==> src/rtl/ascon_pkg.sv <==
// Shared types and widths for the Ascon ciphertext/tag byte serializer.
package ascon_pkg;

    typedef enum logic [1:0] {
        IDLE,
        CT,
        TAG_WAIT,
        TAG
    } ser_state_t;

    localparam int unsigned BLOCK_BYTES = 8;
    localparam int unsigned TAG_W       = 128;
    localparam int unsigned BLK_W       = 64;

endpackage

==> src/rtl/ascon_ct_serializer.sv <==
// Serializes 64-bit ciphertext blocks and the AEAD tag into one MSB-first byte stream,
// absorbing byte-wide backpressure from the pin interface.
module ascon_ct_serializer
    import ascon_pkg::*;
#(
    parameter int unsigned TAG_BYTES = 16
) (
    input  logic             clk,
    input  logic             rst,
    input  logic             s_axis_tvalid,
    output logic             s_axis_tready,
    input  logic [BLK_W-1:0] s_axis_tdata,
    input  logic             s_axis_tlast,
    input  logic [TAG_W-1:0] tag_in,
    input  logic             tag_valid,
    output logic             m_axis_tvalid,
    input  logic             m_axis_tready,
    output logic [7:0]       m_axis_tdata,
    output logic             m_axis_tlast,
    output logic             m_axis_tuser,
    output logic             busy,
    output logic             frame_done,
    output logic             tag_ovf
);

    localparam logic [3:0] CT_LAST  = 4'(BLOCK_BYTES - 1);
    localparam logic [3:0] TAG_LAST = 4'(TAG_BYTES - 1);

    ser_state_t       state_q, state_d;
    logic [TAG_W-1:0] shreg_q, shreg_d;
    logic [TAG_W-1:0] tag_reg_q;
    logic [3:0]       cnt_q, cnt_d;
    logic             blk_last_q, blk_last_d;
    logic             s_ready_q;
    logic             frame_done_q, frame_done_d;
    logic             tag_full_q, tag_full_d;
    logic             tag_taken_q, tag_taken_d;
    logic             tag_ovf_q, tag_ovf_d;
    logic             tag_clear;
    logic             tag_cap;
    logic             accept_in;
    logic             accept_out;

    assign accept_in  = s_axis_tvalid && s_ready_q;
    assign accept_out = m_axis_tvalid && m_axis_tready;

    always_comb begin
        state_d      = state_q;
        shreg_d      = shreg_q;
        cnt_d        = cnt_q;
        blk_last_d   = blk_last_q;
        frame_done_d = 1'b0;
        tag_clear    = 1'b0;
        unique case (state_q)
            IDLE: begin
                if (accept_in) begin
                    shreg_d    = {s_axis_tdata, {(TAG_W - BLK_W){1'b0}}};
                    blk_last_d = s_axis_tlast;
                    cnt_d      = 4'd0;
                    state_d    = CT;
                end
            end
            CT: begin
                if (accept_out) begin
                    shreg_d = shreg_q << 8;
                    cnt_d   = cnt_q + 4'd1;
                    if (cnt_q == CT_LAST) begin
                        cnt_d   = 4'd0;
                        state_d = blk_last_q ? TAG_WAIT : IDLE;
                    end
                end
            end
            TAG_WAIT: begin
                if (tag_full_q) begin
                    shreg_d = tag_reg_q;
                    cnt_d   = 4'd0;
                    state_d = TAG;
                end
            end
            TAG: begin
                if (accept_out) begin
                    shreg_d = shreg_q << 8;
                    cnt_d   = cnt_q + 4'd1;
                    if (cnt_q == TAG_LAST) begin
                        cnt_d        = 4'd0;
                        tag_clear    = 1'b1;
                        frame_done_d = 1'b1;
                        state_d      = IDLE;
                    end
                end
            end
            default: state_d = IDLE;
        endcase
    end

    // tag_taken masks a level tag_valid from re-capturing or flagging overflow
    // until the next frame's first block is accepted.
    always_comb begin
        tag_cap     = tag_valid && !tag_full_q && !tag_taken_q;
        tag_full_d  = tag_full_q;
        tag_taken_d = tag_taken_q;
        if (tag_clear) begin
            tag_full_d = 1'b0;
        end else if (tag_cap) begin
            tag_full_d = 1'b1;
        end
        if (tag_cap) begin
            tag_taken_d = 1'b1;
        end else if (accept_in) begin
            tag_taken_d = 1'b0;
        end
        tag_ovf_d = tag_ovf_q || (tag_valid && tag_full_q && !tag_taken_q);
    end

    always_ff @(posedge clk or posedge rst) begin
        if (rst) begin
            state_q      <= IDLE;
            shreg_q      <= '0;
            tag_reg_q    <= '0;
            cnt_q        <= 4'd0;
            blk_last_q   <= 1'b0;
            s_ready_q    <= 1'b0;
            frame_done_q <= 1'b0;
            tag_full_q   <= 1'b0;
            tag_taken_q  <= 1'b0;
            tag_ovf_q    <= 1'b0;
        end else begin
            state_q      <= state_d;
            shreg_q      <= shreg_d;
            cnt_q        <= cnt_d;
            blk_last_q   <= blk_last_d;
            s_ready_q    <= (state_d == IDLE);
            frame_done_q <= frame_done_d;
            tag_full_q   <= tag_full_d;
            tag_taken_q  <= tag_taken_d;
            tag_ovf_q    <= tag_ovf_d;
            if (tag_cap) begin
                tag_reg_q <= tag_in;
            end
        end
    end

    assign s_axis_tready = s_ready_q;
    assign m_axis_tvalid = (state_q == CT) || (state_q == TAG);
    assign m_axis_tdata  = shreg_q[TAG_W-1 -: 8];
    assign m_axis_tuser  = (state_q == TAG);
    assign m_axis_tlast  = (state_q == TAG) && (cnt_q == TAG_LAST);
    assign busy          = (state_q != IDLE) || tag_full_q;
    assign frame_done    = frame_done_q;
    assign tag_ovf       = tag_ovf_q;

endmodule
==> config.mk <==
export PLATFORM = sky130hd
export DESIGN_NAME = ascon_ct_serializer
export DESIGN_NICKNAME = d
export VERILOG_FILES = /design/src/rtl/ascon_pkg.sv /design/src/rtl/ascon_ct_serializer.sv
export SDC_FILE = /design/constraint.sdc
export NUM_CORES = 1
export LEC_CHECK = 0
export BUFFER_PORTS_ARGS = -buffer_cell sky130_fd_sc_hd__clkbuf_2
export CORE_MARGIN = 5
export CORE_UTILIZATION = 40
export CTS_BUF_LIST = sky130_fd_sc_hd__clkbuf_4 sky130_fd_sc_hd__clkbuf_8
export CTS_CLUSTER_DIAMETER = 50
export DETAILED_ROUTE_END_ITERATION = 6
export GPL_TIMING_DRIVEN = 0
export PLACE_DENSITY = 0.56
export SKIP_LAST_GASP = 1
export SYNTH_ARGS = -nofsm -noshare
export SYNTH_HDL_FRONTEND = slang
export SYNTH_SLANG_ARGS = --single-unit
==> constraint.sdc <==
create_clock -name clk -period 9.25 [get_ports clk]
set_input_delay 0.925 -clock clk [delete_from_list [all_inputs] [get_ports clk]]
set_output_delay 0.925 -clock clk [all_outputs]
set_load 0.05 [all_outputs]
==> impl_metrics.yaml, run 1 <==
power:
  powerDensity_nw_per_um2: 309.8
  p_leak_nw: 6.826
  ir_drop_mv: 0.1375
clocking:
  cts_tree: "yes"
  clkSlewWorstSetupHoldPaths_ns: 0.06
  ctsResizeCount: 0
  cts_made_buffers: 48
  clock-sinks: 268
  h-tree-depth: 2
  clockBufferDepth: 3
  cts_hold_buf: 0
  clk-insertion-delay-late_ns: 0.56
  cts-root-buf: "clkbuf_8"
  post_cts_buffers: 0
synth:
  synth.distinct_cells: 34
  synth_top_area_frac: 0.5699
  synth_top_family_by_area: "multiplexers"
  synth.area.mux_share: 0.1779
  synth_top_area_cell: "dfrtp_1"
  synth_compound_area_frac: 0.1295
  synth_edf_count: 0
  synthSimpleGateAreaFrac: 0.07560
  yosysMostFrequentCell: "dfrtp_1"
  synthAdderAreaFrac: 0.001063
  netlist_area_um2: 11770
  yosys_warnings: 0
  synthCells: 1044
  synth.area.top_cells: "dfrtp_1 (57%), mux2_2 (11%), mux2i_1 (5.4%)"
  yosysSeqAreaShare: 0.5699
  synth_async_sr_flop_share: 1.000
  syn_nets: 1243
  synth_common_cells: "dfrtp_1 (268), nand2_1 (130), mux2_2 (120)"
  dominantRegCellSynth: "dfrtp_1"
  avgSynthCellArea_um2: 11.27
  ys_ff_latch: 268
  synth_xor_area_frac: 0.0007443
worst_setup_path:
  timing.rr.start: "tag_full_q"
  r2r_slack_ns: 7.34
  crit_slowest_cell: "or3_1"
  worstPathArrival_ns: 2.22
  path_class: "reg -> out"
  r2r_end: "tag_reg_q[122]"
  worstPathCellList: "buf_4 > buf_4 > buf_2 > or3_1 > clkbuf_2"
  crit_family: "buffers and inverters"
  cp_common_cell: "buf_4"
  endpoint_kind: "output pin"
  cp_max_fo: 10
  path_buf_inv: 4
  critPathLaunchType: "flip-flop"
  cp_slowest_stage_delay_ns: 0.43
  worst_ep_required_time_ns: 8.33
  rr_worst_depth: 5
global_route:
  busiest_layer: "met2"
  met1_usage: 0.2586
  globalRouteMet3Util: 0.04002
  grt_usage: 0.1818
  antenna_found_initial: 0
  first_global_vias: 9173
  grt_remaining_overflow: 0
  grt_pass1_wl_mm: 48.96
  grt_max_degree: 100
  gr-usage-met2: 0.2883
timing:
  slew_viol_final: 0
  worst_slew_pin_slew_ns: 0.6115
  max_freq_mhz: 318.0
  finalCritPeriodShare: 0.3400
  skew_ns: 0.02154
  post-route-min-period_ns: 3.145
  slew_headroom: 0.5923
  hold_viol: 0
  fin_tns_setup_ns: 0
  setup_viol: 0
  rsz0062_at_grt: "no"
drt:
  dr.pass1.iters: 4
  wl_mm: 30.39
  avgRoutedWirePerCell_um: 17.62
  num_vias: 8666
  drcViolationCount: 0
  ant_nets: 0
  via_per_inst: 5.024
  drt_iter0_drc: 538
floorplanning:
  rows: 62
  die-area_um2: 32950
  die-height_um: 181.5
  core_um2: 28860
  io_pins: 213
  die_x_um: 181.5
  start_util: 0.4078
hold_path:
  hold_class: "in -> async"
placed_design:
  io_buffers: 212
  dp.cells: 1642
  place_congestion: 0.8135
  hpwlAfterDp_mm: 21.68
cells_and_area:
  drive_gt1_frac: 0.3520
  fin_nets: 1507
  n_antenna_cell: 0
  syn2layout_area_growth_pct: 22.36
  stdcell_count: 1725
status:
  status: "complete, no violations"
flow_run:
  drv_cap: 0
[power by group]
part           internal, mW  switching, mW  total (mW)  leakage [nW]
Sequential             1.62          0.256        1.88          3.56
Combinational         0.606          0.816        1.42          2.72
Clock                 0.689          0.474        1.16         0.550
[cell families (layout without fill, tap and decap cells)]
kind of cell    count (synthesis)  count (layout)
simple gates                  222             222
fa+ha+maj                       1               1
compound gates                267             267
xor+xnor                        1               1
mux                           193             193
flops                         268             268
buf+inv                        92             389
[cell usage in the layout, fill, tap and decap left out, drive strengths merged]
master | netlist | layout
a22o | 10 | 10
a22oi | 53 | 53
a21o | 4 | 4
ha | 1 | 1
buf | 52 | 54
and2 | 4 | 4
and3 | 3 | 3
nor2b | 3 | 3
nor2 | 72 | 72
a21boi | 1 | 1
o21ai | 126 | 126
and4 | 1 | 1
nand3b | 1 | 1
bufinv | 0 | 1
o31ai | 1 | 1
a211oi | 1 | 1
a21oi | 71 | 71
clkinv | 0 | 3
nor3b | 2 | 2
mux2i | 64 | 64
nand2b | 1 | 1
nand3 | 3 | 3
nor3 | 1 | 1
xnor2 | 1 | 1
inv | 3 | 4
clkbuf | 37 | 327
dfrtp | 268 | 268
nand2 | 130 | 130
mux2 | 129 | 129
or3 | 1 | 1
[metrics by stage]
stage | cell area (µm²) | power, mW | hold WS (ns) | setup WS, ns | utilization
2_1_floorplan | 11770 | 2.875 | 0.4501 | 0.9430 | -
3_3_place_gp | 13310 | 3.297 | 0.4410 | -2.441 | 0.4612
3_5_place_dp | 13370 | 3.335 | 0.4542 | 6.668 | 0.4634
4_1_cts | 14400 | 4.518 | 0.4595 | 6.060 | 0.4990
5_1_grt | 14400 | 4.773 | 0.4868 | 6.046 | 0.4990
6_report | 14400 | 4.460 | 0.4539 | 6.105 | 0.4990
[sequential cells by signal, indices dropped and copies added (netlist names)]
| register | count |
|---|---|
| cnt_q | 4 |
| tag_taken_q | 1 |
| tag_ovf | 1 |
| tag_full_q | 1 |
| s_axis_tready | 1 |
| shreg_q | 128 |
| frame_done | 1 |
| tag_reg_q | 128 |
| state_q | 2 |
| blk_last_q | 1 |
[area by class of cell]
| type | instances | area [µm²] |
|---|---|---|
| Multi-Input combinational cell | 684 | 4528 |
| Inverter | 3 | 18.77 |
| Fill cell | 2748 | 14460 |
| Sequential cell | 268 | 6706 |
| Timing Repair Buffer | 214 | 1116 |
| Buffer | 89 | 521.8 |
| Clock buffer | 78 | 973.4 |
| Tap cell | 384 | 480.5 |
| Clock inverter | 5 | 53.80 |
[worst max-delay path by stage]
stage	from	to	slack, ns	cells after the start
floorplan	rst	blk_last_q	0.94	1
global placement	rst	tag_reg_q[106]	-2.44	2
detailed placement	state_q[1]	busy	6.67	5
CTS	state_q[1]	busy	6.06	5
global route	state_q[1]	busy	6.05	5
finish	state_q[1]	busy	6.10	5
[routing by layer]
layer,share of wire,up-vias,wire length (µm)
li1,-,4184,-
met1,0.47,4216,14220
met2,0.46,224,13990
met3,0.056,42,1700
met4,0.016,0,479
met5,0,-,0
Note: power is estimated with default switching activity, not from simulation.
==> run 2: changes to the inputs <==
--- a/config.mk
+++ b/config.mk
@@ -12,7 +12,7 @@
 export CTS_CLUSTER_DIAMETER = 50
 export DETAILED_ROUTE_END_ITERATION = 6
 export GPL_TIMING_DRIVEN = 0
-export PLACE_DENSITY = 0.56
+export PLACE_DENSITY = 0.59
 export SKIP_LAST_GASP = 1
 export SYNTH_ARGS = -nofsm -noshare
 export SYNTH_HDL_FRONTEND = slang
==> constraint.sdc (replaced) <==
create_clock -name clk -period 2.6 [get_ports clk]
set_input_delay 0.26 -clock clk [delete_from_list [all_inputs] [get_ports clk]]
set_output_delay 0.26 -clock clk [all_outputs]
set_load 0.05 [all_outputs]
==> run 2 against run 1 <==
Cell area rose by 9.3%. Critical path depth unchanged. Worst hold slack got worse by 0.36 ns. Sequential cell count did not move. Critical endpoint unchanged. Largest cell class unchanged. Largest power group unchanged.
==> impl_metrics.yaml, run 2 (same netlist as run 1, synthesis figures left out) <==
hold_path:
  hold_class: "in -> reg"
floorplanning:
  start_util: 0.4078
  rows: 62
  die-height_um: 181.5
  io_pins: 213
  die_x_um: 181.5
  die-area_um2: 32950
  core_um2: 28860
worst_setup_path:
  crit_family: "buffers and inverters"
  endpoint_kind: "output pin"
  worstPathArrival_ns: 2.25
  r2r_slack_ns: 0.71
  cp_max_fo: 10
  path_buf_inv: 4
  crit_slowest_cell: "or3_1"
  critPathLaunchType: "flip-flop"
  startpoint: "state_q[1]"
  rr_worst_depth: 6
  cp_common_cell: "buf_4"
  worstPathCellList: "buf_4 > buf_4 > buf_2 > or3_1 > clkbuf_2"
  worst_ep_required_time_ns: 2.34
  timing.rr.start: "state_q[1]"
  cp_slowest_stage_delay_ns: 0.45
  path_class: "reg -> out"
  r2r_end: "shreg_q[41]"
  crit_end: "busy"
  cp_num_cells: 5
cells_and_area:
  final_area_um2: 15740
  utilization: 0.5454
  fin_nets: 1642
  syn2layout_area_growth_pct: 33.76
  drive_gt1_frac: 0.3227
  reg_top3: "shreg_q x128, tag_reg_q x128, cnt_q x4"
  fillers: 2568
  n_antenna_cell: 0
  final_common_cell: "dfrtp_1"
  most-common-layout-cells: "dfrtp_1 (268), clkbuf_2 (213), nand2_1 (130), dlygate4sd3_1 (130), mux2_2 (120)"
power:
  powerDensity_nw_per_um2: 1012
  p_leak_nw: 7.376
  ir_drop_mv: 0.5261
placed_design:
  placed_area_um2: 13450
  place_congestion: 0.8251
  io_buffers: 212
  pre_cts_slack_ns: 0.6504
  hpwlAfterDp_mm: 22.22
timing:
  skew_ns: 0.01942
  slew_viol_final: 0
  finalCritPeriodShare: 0.9664
  worst_slew_pin_slew_ns: 0.6948
  setup_viol: 0
  finalWorstSetupSlack_ns: 0.08733
  hold_viol: 0
  post-route-min-period_ns: 2.513
  rsz0062_at_grt: "no"
  slew_headroom: 0.5348
  max_freq_mhz: 398.0
  fin_tns_setup_ns: 0
clocking:
  clk-insertion-delay-late_ns: 0.55
  clkSlewWorstSetupHoldPaths_ns: 0.06
  cts_tree: "yes"
  cts_hold_buf: 130
  cts-root-buf: "clkbuf_8"
  cts_made_buffers: 48
  clock-sinks: 268
  ctsResizeCount: 0
  clockBufferDepth: 3
  post_cts_buffers: 0
  h-tree-depth: 2
drt:
  drcViolationCount: 0
  avgRoutedWirePerCell_um: 17.18
  via_per_inst: 4.970
  ant_nets: 0
  dr.pass1.iters: 5
  num_vias: 9240
  wl_mm: 31.95
  drt_iter0_drc: 547
status:
  status: "complete, no violations"
global_route:
  antenna_found_initial: 0
  grt_remaining_overflow: 0
  grt_max_degree: 39
  grt_usage: 0.1910
  first_global_vias: 9798
  grt_pass1_wl_mm: 51.54
flow_run:
  drv_cap: 0
## run 2: changes by cell type in the layout (fill, tap and decap cells not counted)
cell,previous run,this run
clkinvlp_4,0,3
dlygate4sd3_1,0,130
buf_16,2,0
buf_12,0,7
clkinv_4,0,1
inv_6,1,0
clkbuf_4,16,17
clkbuf_8,62,57
inv_8,1,0
clkinv_2,3,4
## run 2: metrics by stage
step	total power, mW	hold slack (ns)	cells
finish	15.92	0.09131	1859
global route	17.01	0.08395	1859
CTS	16.10	0.04912	1859
detailed placement	11.86	0.3417	1647
global placement	11.70	0.4401	1640
floorplan	10.23	0.3947	1044
## run 2: worst min path at each step
stage             startpoint       endpoint  slack [ns]  cells after the start
4_1_cts        s_axis_tvalid    tag_taken_q        0.05                      3
2_1_floorplan     tag_in[60]  tag_reg_q[60]        0.39                      1
5_1_grt        s_axis_tvalid    tag_taken_q        0.08                      3
6_report       s_axis_tvalid    tag_taken_q        0.09                      3
3_5_place_dp             rst  tag_reg_q[39]        0.34                      2
3_3_place_gp         tag_ovf        tag_ovf        0.44                      1
## run 2: report_power, final
group | total (mW) | internal (mW) | switching (mW) | leakage, nW
logic | 5.23 | 2.29 | 2.94 | 3.30
registers | 6.66 | 5.76 | 0.903 | 3.56
clock network | 4.03 | 2.32 | 1.71 | 0.522
## run 2: cell type report
cell class | instances | area (µm²) | area share
sequential | 268 | 6706 | 0.4261
multi-input combinational | 684 | 4528 | 0.2877
timing repair buffer | 349 | 2502 | 0.1590
clock buffer | 74 | 912.1 | 0.05795
buffer | 89 | 521.8 | 0.03315
tap | 384 | 480.5 | 0.03052
clock inverter | 8 | 73.82 | 0.004690
inverter | 3 | 15.01 | 0.0009539
## run 2: routing by layer
| metal | routed length [µm] | vias up | share of wire | global-route usage |
|---|---|---|---|---|
| li1 | - | 4470 | - | - |
| met1 | 14800 | 4516 | 0.46 | 0.2664 |
| met2 | 15190 | 214 | 0.48 | 0.3157 |
| met3 | 1548 | 40 | 0.048 | 0.03461 |
| met4 | 412 | 0 | 0.013 | 0.03873 |
| met5 | 0 | - | 0 | 0 |
## run 2: worst reg2reg max path: cells and delay by family (launching register included)
family	cells	cell delay (ns)
buffers and inverters	3	0.93
AOI/OAI and AO/OA	3	0.45
DFF	1	0.37
==> run 3: changes to the inputs <==
--- a/config.mk
+++ b/config.mk
@@ -12,7 +12,8 @@
 export CTS_CLUSTER_DIAMETER = 50
 export DETAILED_ROUTE_END_ITERATION = 6
 export GPL_TIMING_DRIVEN = 0
-export PLACE_DENSITY = 0.59
+export MAX_ROUTING_LAYER = met4
+export PLACE_DENSITY = 0.56
 export SKIP_LAST_GASP = 1
 export SYNTH_ARGS = -nofsm -noshare
 export SYNTH_HDL_FRONTEND = slang
==> constraint.sdc (replaced) <==
create_clock -name clk -period 2.58 [get_ports clk]
set_input_delay 0.258 -clock clk [delete_from_list [all_inputs] [get_ports clk]]
set_output_delay 0.258 -clock clk [all_outputs]
set_load 0.05 [all_outputs]
==> run 3 against run 2 <==
Clock skew grew 0.013 ns. Register-to-register slack about the same. Sequential power is 1% higher. Critical endpoint unchanged.
==> impl_metrics.yaml, run 3 (same netlist as run 1, synthesis figures left out) <==
cells_and_area:
  final_area_um2: 15700
  area.sequential_um2: 6706
  final_common_cell: "dfrtp_1"
  fin_nets: 1642
  fillers: 2542
  multi_input_area_um2: 4528
  reg_top3: "shreg_q x128, tag_reg_q x128, cnt_q x4"
  syn2layout_area_growth_pct: 33.42
  drive_gt1_frac: 0.3209
  most-common-layout-cells: "dfrtp_1 (268), clkbuf_2 (213), nand2_1 (130), dlygate4sd3_1 (130), mux2_2 (120)"
  n_antenna_cell: 0
timing:
  post-route-min-period_ns: 2.445
  setup_viol: 0
  slew_viol_final: 0
  finalCritPeriodShare: 0.9476
  worst_slew_pin_slew_ns: 0.6473
  rsz0062_at_grt: "no"
  hold_viol: 0
  max_freq_mhz: 409.0
  skew_ns: 0.03256
  hold_slack_ns: 0.08532
  slew_headroom: 0.5666
  finalWorstSetupSlack_ns: 0.1352
drt:
  via_per_inst: 4.955
  drcViolationCount: 0
  drt_iter0_drc: 583
  wl_mm: 31.62
  dr.pass1.iters: 6
  avgRoutedWirePerCell_um: 17.05
  num_vias: 9192
  ant_nets: 0
hold_path:
  hold_class: "in -> reg"
power:
  powerDensity_nw_per_um2: 1008
  ir_drop_mv: 0.5186
  p_leak_nw: 7.357
floorplanning:
  core_um2: 28860
  die-height_um: 181.5
  die_x_um: 181.5
  start_util: 0.4078
  die-area_um2: 32950
  rows: 62
  io_pins: 213
worst_setup_path:
  rr_worst_depth: 5
  r2r_slack_ns: 0.71
  startpoint: "state_q[1]"
  path_buf_inv: 4
  worst_ep_required_time_ns: 2.32
  worstPathArrival_ns: 2.19
  timing.rr.start: "tag_full_q"
  worstPathCellList: "buf_4 > buf_4 > buf_2 > or3_1 > clkbuf_2"
  cp_common_cell: "buf_4"
  crit_end: "busy"
  crit_slowest_cell: "or3_1"
  cp_max_fo: 10
  r2r_end: "tag_reg_q[123]"
  path_class: "reg -> out"
  critPathLaunchType: "flip-flop"
  cp_slowest_stage_delay_ns: 0.43
  cp_num_cells: 5
  crit_family: "buffers and inverters"
  endpoint_kind: "output pin"
clocking:
  h-tree-depth: 2
  clkSlewWorstSetupHoldPaths_ns: 0.06
  cts-root-buf: "clkbuf_8"
  ctsResizeCount: 0
  clockBufferDepth: 3
  cts_tree: "yes"
  cts_made_buffers: 47
  clk-insertion-delay-late_ns: 0.56
  clock-sinks: 268
placed_design:
  io_buffers: 212
  placed_area_um2: 13480
  place_congestion: 0.8047
  hpwlAfterDp_mm: 22.12
  pre_cts_slack_ns: 0.6639
global_route:
  grt_remaining_overflow: 0
  first_global_vias: 9780
  antenna_found_initial: 0
  grt_usage: 0.1966
  grt_pass1_wl_mm: 51.84
  grt_max_degree: 39
flow_run:
  drv_cap: 0
status:
  status: "complete, no violations"
run 3: cell types whose count changed in the layout (fill, tap and decap cells not counted), sizes merged:
| cell | previous run | this run |
|---|---|---|
| clkinv | 5 | 2 |
| inv | 2 | 3 |
| clkbuf | 323 | 322 |
| bufinv | 1 | 0 |
| clkinvlp | 3 | 2 |
| buf | 59 | 60 |
run 3: stage by stage:
stage	power (mW)	instances	TNS, ns	util
after floorplan	10.31	1044	-326.28	-
final	15.83	1855	0	0.5441
after detailed placement	11.96	1648	0	0.4671
after global placement	11.83	1640	-816.67	0.4613
after CTS	16.02	1855	0	0.5441
after global routing	16.98	1855	0	0.5441
run 3: how the worst min path moves through the flow:
stage / depth (start not counted) / startpoint / end
detailed placement: 2 / rst / tag_reg_q[38]
global placement: 1 / tag_ovf / tag_ovf
finish: 3 / s_axis_tvalid / tag_taken_q
CTS: 3 / s_axis_tvalid / tag_taken_q
global route: 3 / s_axis_tvalid / tag_taken_q
floorplan: 1 / tag_in[60] / tag_reg_q[60]
run 3: cell type report:
cell class                      count  share of cell area
Buffer                             89             0.03323
Sequential cell                   268              0.4272
Inverter                            3           0.0009563
Timing Repair Buffer              350              0.1611
Tap cell                          384             0.03060
Clock buffer                       73             0.05682
Clock inverter                      4            0.001674
Multi-Input combinational cell    684              0.2884
run 3: where the power goes:
| part | total [mW] | switching [mW] | internal [mW] |
|---|---|---|---|
| combinational | 5.27 | 2.95 | 2.32 |
| sequential | 6.73 | 0.922 | 5.80 |
| clock | 3.84 | 1.66 | 2.18 |
| total | 15.8 | 5.54 | 10.3 |
run 3: worst min-delay path, delay by kind of cell:
family / cells / cell delay [ns]
compound gates: 1 / 0.13
simple gates: 1 / 0.12
buf+inv: 1 / 0.09
run 3: repair_timing:
action	CTS	global route
hold buffers	130	0
endpoints found under the hold margin	152	0
buffers inserted	0	0
run 3: metal layers:
layer / GRT usage / wire length (µm) / vias to the layer above
met2: 0.3124 / 14800 / 249
li1: - / - / 4458
met3: 0.04142 / 1889 / 38
met5: - / 0 / -
met1: 0.2655 / 14520 / 4447
met4: 0.03693 / 411 / 0
